--- config.mk ---
export PLATFORM = sky130hd
export DESIGN_NAME = terrain_ram_arbiter
export DESIGN_NICKNAME = d
export VERILOG_FILES = /design/src/rtl/terrain_ram_arbiter.sv
export SDC_FILE = /design/constraint.sdc
export NUM_CORES = 1
export LEC_CHECK = 0
export BUFFER_PORTS_ARGS = -buffer_cell sky130_fd_sc_hd__buf_2
export CAP_MARGIN = 0
export CORE_MARGIN = 2
export CORE_UTILIZATION = 52
export DETAILED_ROUTE_END_ITERATION = 6
export PLACE_DENSITY = 0.8
export SETUP_SLACK_MARGIN = 0.4
export SYNTH_ARGS = -nofsm -noshare
export SYNTH_HDL_FRONTEND = slang
export SYNTH_SLANG_ARGS = --single-unit
--- constraint.sdc ---
create_clock -name clk_in -period 2.16 [get_ports clk_in]
set_clock_uncertainty 0.1 [all_clocks]
set_input_delay 0 -clock clk_in [delete_from_list [all_inputs] [get_ports clk_in]]
set_output_delay 0 -clock clk_in [all_outputs]
set_load 0.1 [all_outputs]
--- src/rtl/terrain_ram_arbiter.sv ---
// ============================================================================
// terrain_ram_arbiter : shares the 1-bit terrain RAM between LFSR fill, video
//                       reads and gameplay writes.   Rev 1.0
// ============================================================================
`timescale 1ns/1ps
`default_nettype none

module terrain_ram_arbiter #(
  parameter int ADDR_WIDTH  = 16,
  parameter int FILL_COUNT  = 3600,
  parameter int RAM_LATENCY = 2
) (
  input  logic                  clk_in,
  input  logic                  rst_in,
  input  logic                  fill_start_in,
  input  logic [15:0]           fill_seed_in,
  output logic                  fill_busy_out,
  output logic                  fill_done_out,
  input  logic                  vid_active_in,
  input  logic [ADDR_WIDTH-1:0] vid_addr_in,
  output logic                  vid_data_out,
  output logic                  vid_valid_out,
  input  logic                  wr_valid_in,
  input  logic [ADDR_WIDTH-1:0] wr_addr_in,
  input  logic                  wr_data_in,
  output logic                  wr_ready_out,
  output logic [ADDR_WIDTH-1:0] ram_addr_out,
  output logic                  ram_din_out,
  output logic                  ram_we_out,
  input  logic                  ram_dout_in
);

  typedef enum logic [0:0] {
    S_IDLE = 1'b0,
    S_FILL = 1'b1
  } state_t;

  localparam logic [15:0]           c_SEED_DEFAULT = 16'hACE1;
  localparam int                    c_VPIPE        = 1 + RAM_LATENCY;
  localparam logic [ADDR_WIDTH-1:0] c_LAST         = ADDR_WIDTH'(FILL_COUNT - 1);

  state_t                  r_state;
  state_t                  w_state_nxt;
  logic [ADDR_WIDTH-1:0]   r_counter;
  logic [15:0]             r_lfsr;
  logic [ADDR_WIDTH-1:0]   r_ram_addr;
  logic                    r_ram_din;
  logic                    r_ram_we;
  logic                    r_done;
  logic [c_VPIPE-1:0]      r_vpipe;

  logic [ADDR_WIDTH-1:0]   w_ram_addr_nxt;
  logic                    w_ram_din_nxt;
  logic                    w_ram_we_nxt;
  logic                    w_grant_vid;
  logic                    w_start;
  logic                    w_fill_last;
  logic [15:0]             w_lfsr_step;

  assign w_start     = (r_state == S_IDLE) && fill_start_in;
  assign w_grant_vid = (r_state == S_IDLE) && vid_active_in;
  assign w_fill_last = (r_state == S_FILL) && (r_counter == c_LAST);
  assign w_lfsr_step = {r_lfsr[0] ^ r_lfsr[2] ^ r_lfsr[3] ^ r_lfsr[5], r_lfsr[15:1]};

  always_comb begin
    w_state_nxt    = r_state;
    w_ram_addr_nxt = r_ram_addr;
    w_ram_din_nxt  = r_ram_din;
    w_ram_we_nxt   = 1'b0;
    case (r_state)
      S_FILL: begin
        w_ram_addr_nxt = r_counter;
        w_ram_din_nxt  = r_lfsr[0];
        w_ram_we_nxt   = 1'b1;
        if (w_fill_last) begin
          w_state_nxt = S_IDLE;
        end
      end
      default: begin
        if (fill_start_in) begin
          w_state_nxt = S_FILL;
        end
        // Video outranks gameplay; a same-cycle fill start still lets the write through.
        if (vid_active_in) begin
          w_ram_addr_nxt = vid_addr_in;
        end else if (wr_valid_in) begin
          w_ram_addr_nxt = wr_addr_in;
          w_ram_din_nxt  = wr_data_in;
          w_ram_we_nxt   = 1'b1;
        end
      end
    endcase
  end

  always_ff @(posedge clk_in or posedge rst_in) begin
    if (rst_in) begin
      r_state <= S_IDLE;
    end else begin
      r_state <= w_state_nxt;
    end
  end

  always_ff @(posedge clk_in or posedge rst_in) begin
    if (rst_in) begin
      r_counter  <= '0;
      r_lfsr     <= c_SEED_DEFAULT;
      r_ram_addr <= '0;
      r_ram_din  <= 1'b0;
      r_ram_we   <= 1'b0;
      r_done     <= 1'b0;
      r_vpipe    <= '0;
    end else begin
      r_ram_addr <= w_ram_addr_nxt;
      r_ram_din  <= w_ram_din_nxt;
      r_ram_we   <= w_ram_we_nxt;
      r_done     <= w_fill_last;
      r_vpipe    <= {r_vpipe[c_VPIPE-2:0], w_grant_vid};
      if (w_start) begin
        r_counter <= '0;
        r_lfsr    <= (fill_seed_in == 16'h0000) ? c_SEED_DEFAULT : fill_seed_in;
      end else if (r_state == S_FILL) begin
        r_lfsr <= w_lfsr_step;
        if (!w_fill_last) begin
          r_counter <= r_counter + ADDR_WIDTH'(1);
        end
      end
    end
  end

  assign fill_busy_out = (r_state == S_FILL);
  assign fill_done_out = r_done;
  assign wr_ready_out  = (r_state == S_IDLE) && !vid_active_in;
  assign vid_data_out  = ram_dout_in;
  assign vid_valid_out = r_vpipe[c_VPIPE-1];
  assign ram_addr_out  = r_ram_addr;
  assign ram_din_out   = r_ram_din;
  assign ram_we_out    = r_ram_we;

endmodule

`default_nettype wire

==> flow_summary_export.csv, run 1 <==
group,metric,value,unit
placement,dpl_cell_area,3200,um2
critical_path,r2r_cells,5,
power_and_ir_drop,worst_ir_drop_vdd,1.11,mV
route,ant_nets,0,
clock_tree,cts.reportedPaths.clkPinSlew,0.10,ns
final_layout,drive_above_1_share,35.4,%
timing,report.final.slew_viol_count,0,
power_and_ir_drop,leakagePower,1.88,nW
clock_tree,cts_buffer_depth,2,
clock_tree,cts_tree,"done",
job,drv_cap,0,
final_layout,utilization,79.2,%
logic_synthesis,syn_nets,356,
logic_synthesis,synth.distinct_cells,40,
power_and_ir_drop,power.density,1060,nW/um2
die,die-area,5860,um2
critical_path,crit_type,"reg2reg",
final_layout,multi_input_area,1350,um2
final_layout,fillers,305,
grt,antenna_found_initial,0,
critical_path,crit_family,"simple AND/OR/NAND/NOR gates",
final_layout,regArea,1400,um2
critical_path,cp.arrival,1.94,ns
timing,finalWorstPathRequiredPeriod,1.81,ns
route,finalWirelength,9350,um
final_layout,layout.cells.non_filler,508,
critical_path,required,2.29,ns
placement,io_buffer_count,75,
critical_path,crit_buf_inv,1,
timing,setup_tns,0,ns
final_layout,final_cell_mix,"buf_2, dlygate4sd3_1, nand2_1, dfrtp_1, o21ai_0",
route,first_pass_iters,5,
placement,post-dp-hpwl,4780,um
final_layout,fin_area,4040,um2
final_layout,antennaDiodeCount,0,
route,num_vias,3076,
timing,rsz0062_at_grt,"yes",
logic_synthesis,synth_cells,300,
die,die_x,76.6,um
logic_synthesis,async_flop_share,100,%
logic_synthesis,ys_ff_latch,55,
critical_path,slowest_delay,0.45,ns
critical_path,path_max_fanout,4,
timing,setup_ws,0.349,ns
logic_synthesis,synthTopCellsByArea,"dfrtp_1, dfstp_2, nand2_1",
critical_path,cpMaxStageDelayCell,"dfrtp_2",
route,drcViolationCount,0,
timing,final-hold-violation-count,0,
route,drt_iter0_drc,363,
timing,min_period_over_period,83.8,%
hold_path,hp-class,"in2reg",
placement,place_ws,0.226,ns
critical_path,startpoint_type,"flop",
route,avgRoutedWirePerCell,18.4,um
logic_synthesis,yosysTopAreaCell,"dfrtp_1",
logic_synthesis,synth_top_family_by_area,"compound AO/OA/AOI/OAI gates",
hold_path,holdPathStages,5,
logic_synthesis,synth_top_area_share,43.0,%
route,vias_per_cell,6.06,
logic_synthesis,synth_xor_area_share,2.24,%
clock_tree,root_buffer,"clkbuf_8",
timing,finalSetupViolCount,0,
final_layout,layout_commonest_cell,"buf_2",
die,coreArea,5110,um2
die,ioPinCount,78,
grt,grt_pass1_vias,2817,
placement,place_congestion,0.865,
logic_synthesis,synthSimpleGateAreaFrac,17.6,%
logic_synthesis,synth-compound-area-share,21.4,%
timing,tightest_slew,0.967,ns
logic_synthesis,synthAdderAreaFrac,0.457,%
placement,dp_cells,429,
grt,grt_max_degree,29,
timing,fmax,0.552,GHz
grt,grt_pass1_wl,13600,um
clock_tree,cts_sinks,55,
grt,overflow,0,
logic_synthesis,ys.flop_type,"dfrtp_1",
critical_path,worst_setup_path_end_kind,"flop",
clock_tree,cts_buffers,5,
logic_synthesis,ys_seq_area_share,50.6,%
logic_synthesis,synth_mux_area_share,3.75,%
die,num_rows,26,
timing,slew_headroom,35.3,%
critical_path,path_cells,"buf_4, nor4_1, nand4_1, xnor2_1, o21ai_0",
logic_synthesis,syn_area,2740,um2
clock_tree,htreeDepth,2,
critical_path,crit_cells,5,
clock_tree,worstSkewPairLatency,0.32,ns
grt,grt_use_total,29.2,%
final_layout,nets,493,
outcome,status,"complete, no violations",
die,dieHeight,76.6,um
logic_synthesis,yosys_warnings,0,
die,initial_core_util,53.6,%
final_layout,areaGrowthSynthToFinish,47.7,%
logic_synthesis,synth-edff-count,0,
logic_synthesis,avgSynthCellArea,9.13,um2
## worst reg2reg max path, stage by stage, from the launching register on
cell and delay [ns]:
dfrtp_2 0.45, buf_4 0.16, nor4_1 0.35, nand4_1 0.27, xnor2_1 0.19, o21ai_0 0.21
## cell families after synthesis
family                     after synthesis
DFF                                     55
buffers and inverters                   27
AOI/OAI and AO/OA                      100
adders and majority gates                1
and+or+nand+nor                        100
muxes                                   10
xor gates and xnor gates                 7
## registers in the layout (all words and copies together), names as in the netlist
| signal | flops |
|---|---|
| fill_done_out | 1 |
| ram_din_out | 1 |
| ram_addr_out | 16 |
| r_vpipe | 3 |
| r_lfsr | 16 |
| ram_we_out | 1 |
| fill_busy_out | 1 |
| r_counter | 16 |
## worst paths after layout
check                               start          endpoint  slack, ns
setup / recovery             r_counter[6]      r_counter[0]       0.35
hold / removal             wr_addr_in[14]  ram_addr_out[14]       0.01
setup reg to reg             r_counter[6]      r_counter[0]       0.35
hold reg to reg                r_vpipe[0]        r_vpipe[1]       0.27
max in group asynchronous          rst_in         r_lfsr[0]       1.12
min in group asynchronous          rst_in         r_lfsr[8]       0.19
## metrics by stage
| step | hold slack (ns) | power (W) |
|---|---|---|
| CTS | 0.00368 | 0.00392 |
| global route | 0.0365 | 0.00447 |
| floorplan | 0.0683 | 0.00286 |
| global placement | -0.0985 | 0.00315 |
| finish | 0.0110 | 0.00429 |
| detailed placement | -0.0985 | 0.00319 |
## cells in the mapped netlist (all sizes together) (6+ instances only)
| library cell | number |
|---|---|
| nor2 | 23 |
| xnor2 | 6 |
| dfstp | 8 |
| o21ai | 39 |
| or4 | 6 |
| a21oi | 24 |
| dfrtp | 47 |
| nand2 | 43 |
| o22ai | 25 |
| clkbuf | 16 |
| buf | 6 |
| mux2i | 8 |
## power breakdown
part | switching, W | internal, W | total [W] | leakage [nW]
registers | 0.000320 | 0.00142 | 0.00174 | 0.662
logic | 0.00126 | 0.000670 | 0.00193 | 1.17
clock network | 0.000351 | 0.000264 | 0.000615 | 0.0484
## cell type report
type,instances,area share (%)
clock buffer,7,2.14
sequential,55,34.6
clock inverter,1,0.217
multi-input combinational,218,33.5
timing repair buffer,152,26.9
inverter,5,0.495
tap,70,2.17
## what timing repair did
| action | CTS | global route |
|---|---|---|
| pin swaps | 1 | 5 |
| setup buffers | 6 | 18 |
| setup endpoints to repair | 8 | 27 |
| hold endpoints to repair | 58 | 0 |
| resized for setup | 10 | 17 |
| hold buffers | 47 | 0 |
## routing by layer
layer | share of wire, % | global-route usage [%]
met5 | 0 | 0
met4 | 3.3 | 9.82
met3 | 6.9 | 5.21
met2 | 51 | 50.4
met1 | 39 | 37.0
(Power assumes the default switching activity.)
==> inputs of run 2 (changes only) <==
==> constraint.sdc (replaced) <==
create_clock -name clk_in -period 1.8 [get_ports clk_in]
set_clock_uncertainty 0.1 [all_clocks]
set_input_delay 0 -clock clk_in [delete_from_list [all_inputs] [get_ports clk_in]]
set_output_delay 0 -clock clk_in [all_outputs]
set_load 0.1 [all_outputs]
==> run 2 against run 1 <==
  * The flow now finishes with violations (setup timing)
  * Largest cell class is now multi-input combinational cells
  * Non-clock buffer count is 31 higher
  * Critical path type unchanged
  * Critical path depth down 1
  * Highest routed layer unchanged
  * Largest power group unchanged
  * Routed wire length grew 64%
==> flow_summary_export.csv, run 2 (synthesized netlist as in run 1, its figures left out) <==
group,metric,value,unit
outcome,status,"finished with violations",
outcome,violations,"setup timing",
placement,io_buffer_count,75,
power_and_ir_drop,power.density,1290,nW/um2
timing,tightest_slew,1.03,ns
clock_tree,cts_buffer_depth,2,
clock_tree,htreeDepth,2,
critical_path,crit_type,"reg2reg",
route,wl_met1,4920,um
hold_path,min_from,"wr_addr_in[14]",
die,num_rows,26,
job,drv_cap,0,
route,num_vias,3887,
timing,final-hold-violation-count,0,
grt,antenna_found_initial,0,
critical_path,r2r_cells,4,
critical_path,required,1.87,ns
critical_path,crit-reg2reg-launch,"r_counter[8]",
route,first_pass_iters,5,
hold_path,hold_path_end,"ram_addr_out[14]",
critical_path,r2r-end,"r_counter[4]",
critical_path,cp.arrival,2.01,ns
placement,post-dp-hpwl,5000,um
grt,grt_pass1_vias,3375,
timing,setup_ws,-0.142,ns
placement,dpl_cell_area,3410,um2
route,vias_per_cell,7.21,
grt,overflow,0,
timing,rsz0062_at_grt,"yes",
die,ioPinCount,78,
clock_tree,cts_sinks,55,
clock_tree,root_buffer,"clkbuf_8",
clock_tree,worstSkewPairLatency,0.34,ns
final_layout,areaGrowthSynthToFinish,75.3,%
clock_tree,cts.reportedPaths.clkPinSlew,0.11,ns
power_and_ir_drop,leakagePower,2.15,nW
placement,place_congestion,0.857,
final_layout,antennaDiodeCount,0,
clock_tree,cts_buffers,5,
route,finalWirelength,15400,um
die,die-area,5860,um2
final_layout,drive_above_1_share,49.7,%
timing,min_period_over_period,108,%
route,drt_iter0_drc,668,
timing,fmax,0.515,GHz
timing,report.final.slew_viol_count,0,
critical_path,r2r_slack,-0.14,ns
die,die_x,76.6,um
critical_path,path_max_fanout,7,
final_layout,final_cell_mix,"buf_2, dlygate4sd3_1, nand2_1, dfrtp_1, buf_4",
timing,finalSetupViolCount,3,
final_layout,nets,524,
final_layout,fin_area,4800,um2
route,met3_wirelength,2350,um
die,coreArea,5110,um2
power_and_ir_drop,fin_total_pwr,0.00621,W
critical_path,worst_setup_path_end_kind,"flop",
die,dieHeight,76.6,um
hold_path,hp-class,"in2reg",
final_layout,layout_commonest_cell,"buf_2",
timing,finalWorstPathRequiredPeriod,1.94,ns
route,avgRoutedWirePerCell,28.5,um
route,drcViolationCount,0,
power_and_ir_drop,worst_ir_drop_vdd,1.58,mV
timing,slew_headroom,31.0,%
grt,grt_max_degree,31,
route,ant_nets,0,
hold_path,holdPathStages,5,
route,wl_met2,6500,um
clock_tree,cts_tree,"done",
die,initial_core_util,53.6,%
final_layout,fillers,138,
grt,grt_use_total,38.1,%
grt,grt_pass1_wl,17100,um
critical_path,startpoint_type,"flop",
route,dr.max_layer_used,"met4",
## run 2: per-stage QoR
stage | utilization, % | hold WS, ns | setup slack, ns | instances | setup TNS (ns)
detailed placement | 66.8 | -0.0993 | 0.0134 | 449 | 0
global placement | 66.8 | -0.0993 | 0.0953 | 449 | 0
global route | 94.0 | 0.0975 | -0.0629 | 539 | -0.206
floorplan | - | -0.0289 | -0.108 | 300 | -0.635
finish | 94.0 | 0.0824 | -0.142 | 539 | -0.213
CTS | 84.4 | 0.0157 | 0.182 | 523 | 0
## run 2: worst max path at each step
stage | endpoint | startpoint | slack (ns) | cells past startpoint
floorplan | r_counter[12] | fill_busy_out | -0.11 | 5
global placement | r_counter[13] | r_counter[3] | 0.1 | 4
detailed placement | r_counter[13] | r_counter[3] | 0.01 | 4
CTS | r_counter[3] | r_counter[1] | 0.18 | 5
global route | r_counter[4] | r_counter[8] | -0.06 | 4
finish | r_counter[4] | r_counter[8] | -0.14 | 4
## run 2: repair_timing
action	4_1_cts	5_1_grt
setup buffers	18	16
hold buffers	48	0
gates resized for setup	48	77
endpoints found under the hold margin	59	0
endpoints found under the setup margin	35	45
pin swaps	11	18
## run 2: worst max-delay path, cell delays in order, from the launching register on
cell	delay [ns]
dfrtp_1	0.45
nor4b_2	0.49
and4_4	0.42
o311ai_2	0.16
o41ai_1	0.15
## run 2: power breakdown
| part | switching, W | internal (W) | total, W | leakage, nW |
|---|---|---|---|---|
| registers | 0.000504 | 0.00170 | 0.00221 | 0.664 |
| clock network | 0.000475 | 0.000281 | 0.000755 | 0.0485 |
| logic | 0.00206 | 0.00119 | 0.00325 | 1.43 |
| total | 0.00304 | 0.00317 | 0.00621 | 2.15 |
## run 2: routing by layer
metal  vias up  track usage (%)
met3       184             8.18
met5         -                0
met1      1722             45.1
met4         0             21.6
met2       548             64.1
li1       1433                -
## run 2: cell type report
cell class | count | area (um2) | share of cell area (%)
multi-input combinational | 218 | 1730 | 36.1
timing repair buffer | 183 | 1450 | 30.2
sequential | 55 | 1390 | 29.0
tap | 70 | 87.6 | 1.82
clock buffer | 5 | 68.8 | 1.43
inverter | 5 | 42.5 | 0.886
clock inverter | 3 | 22.5 | 0.469
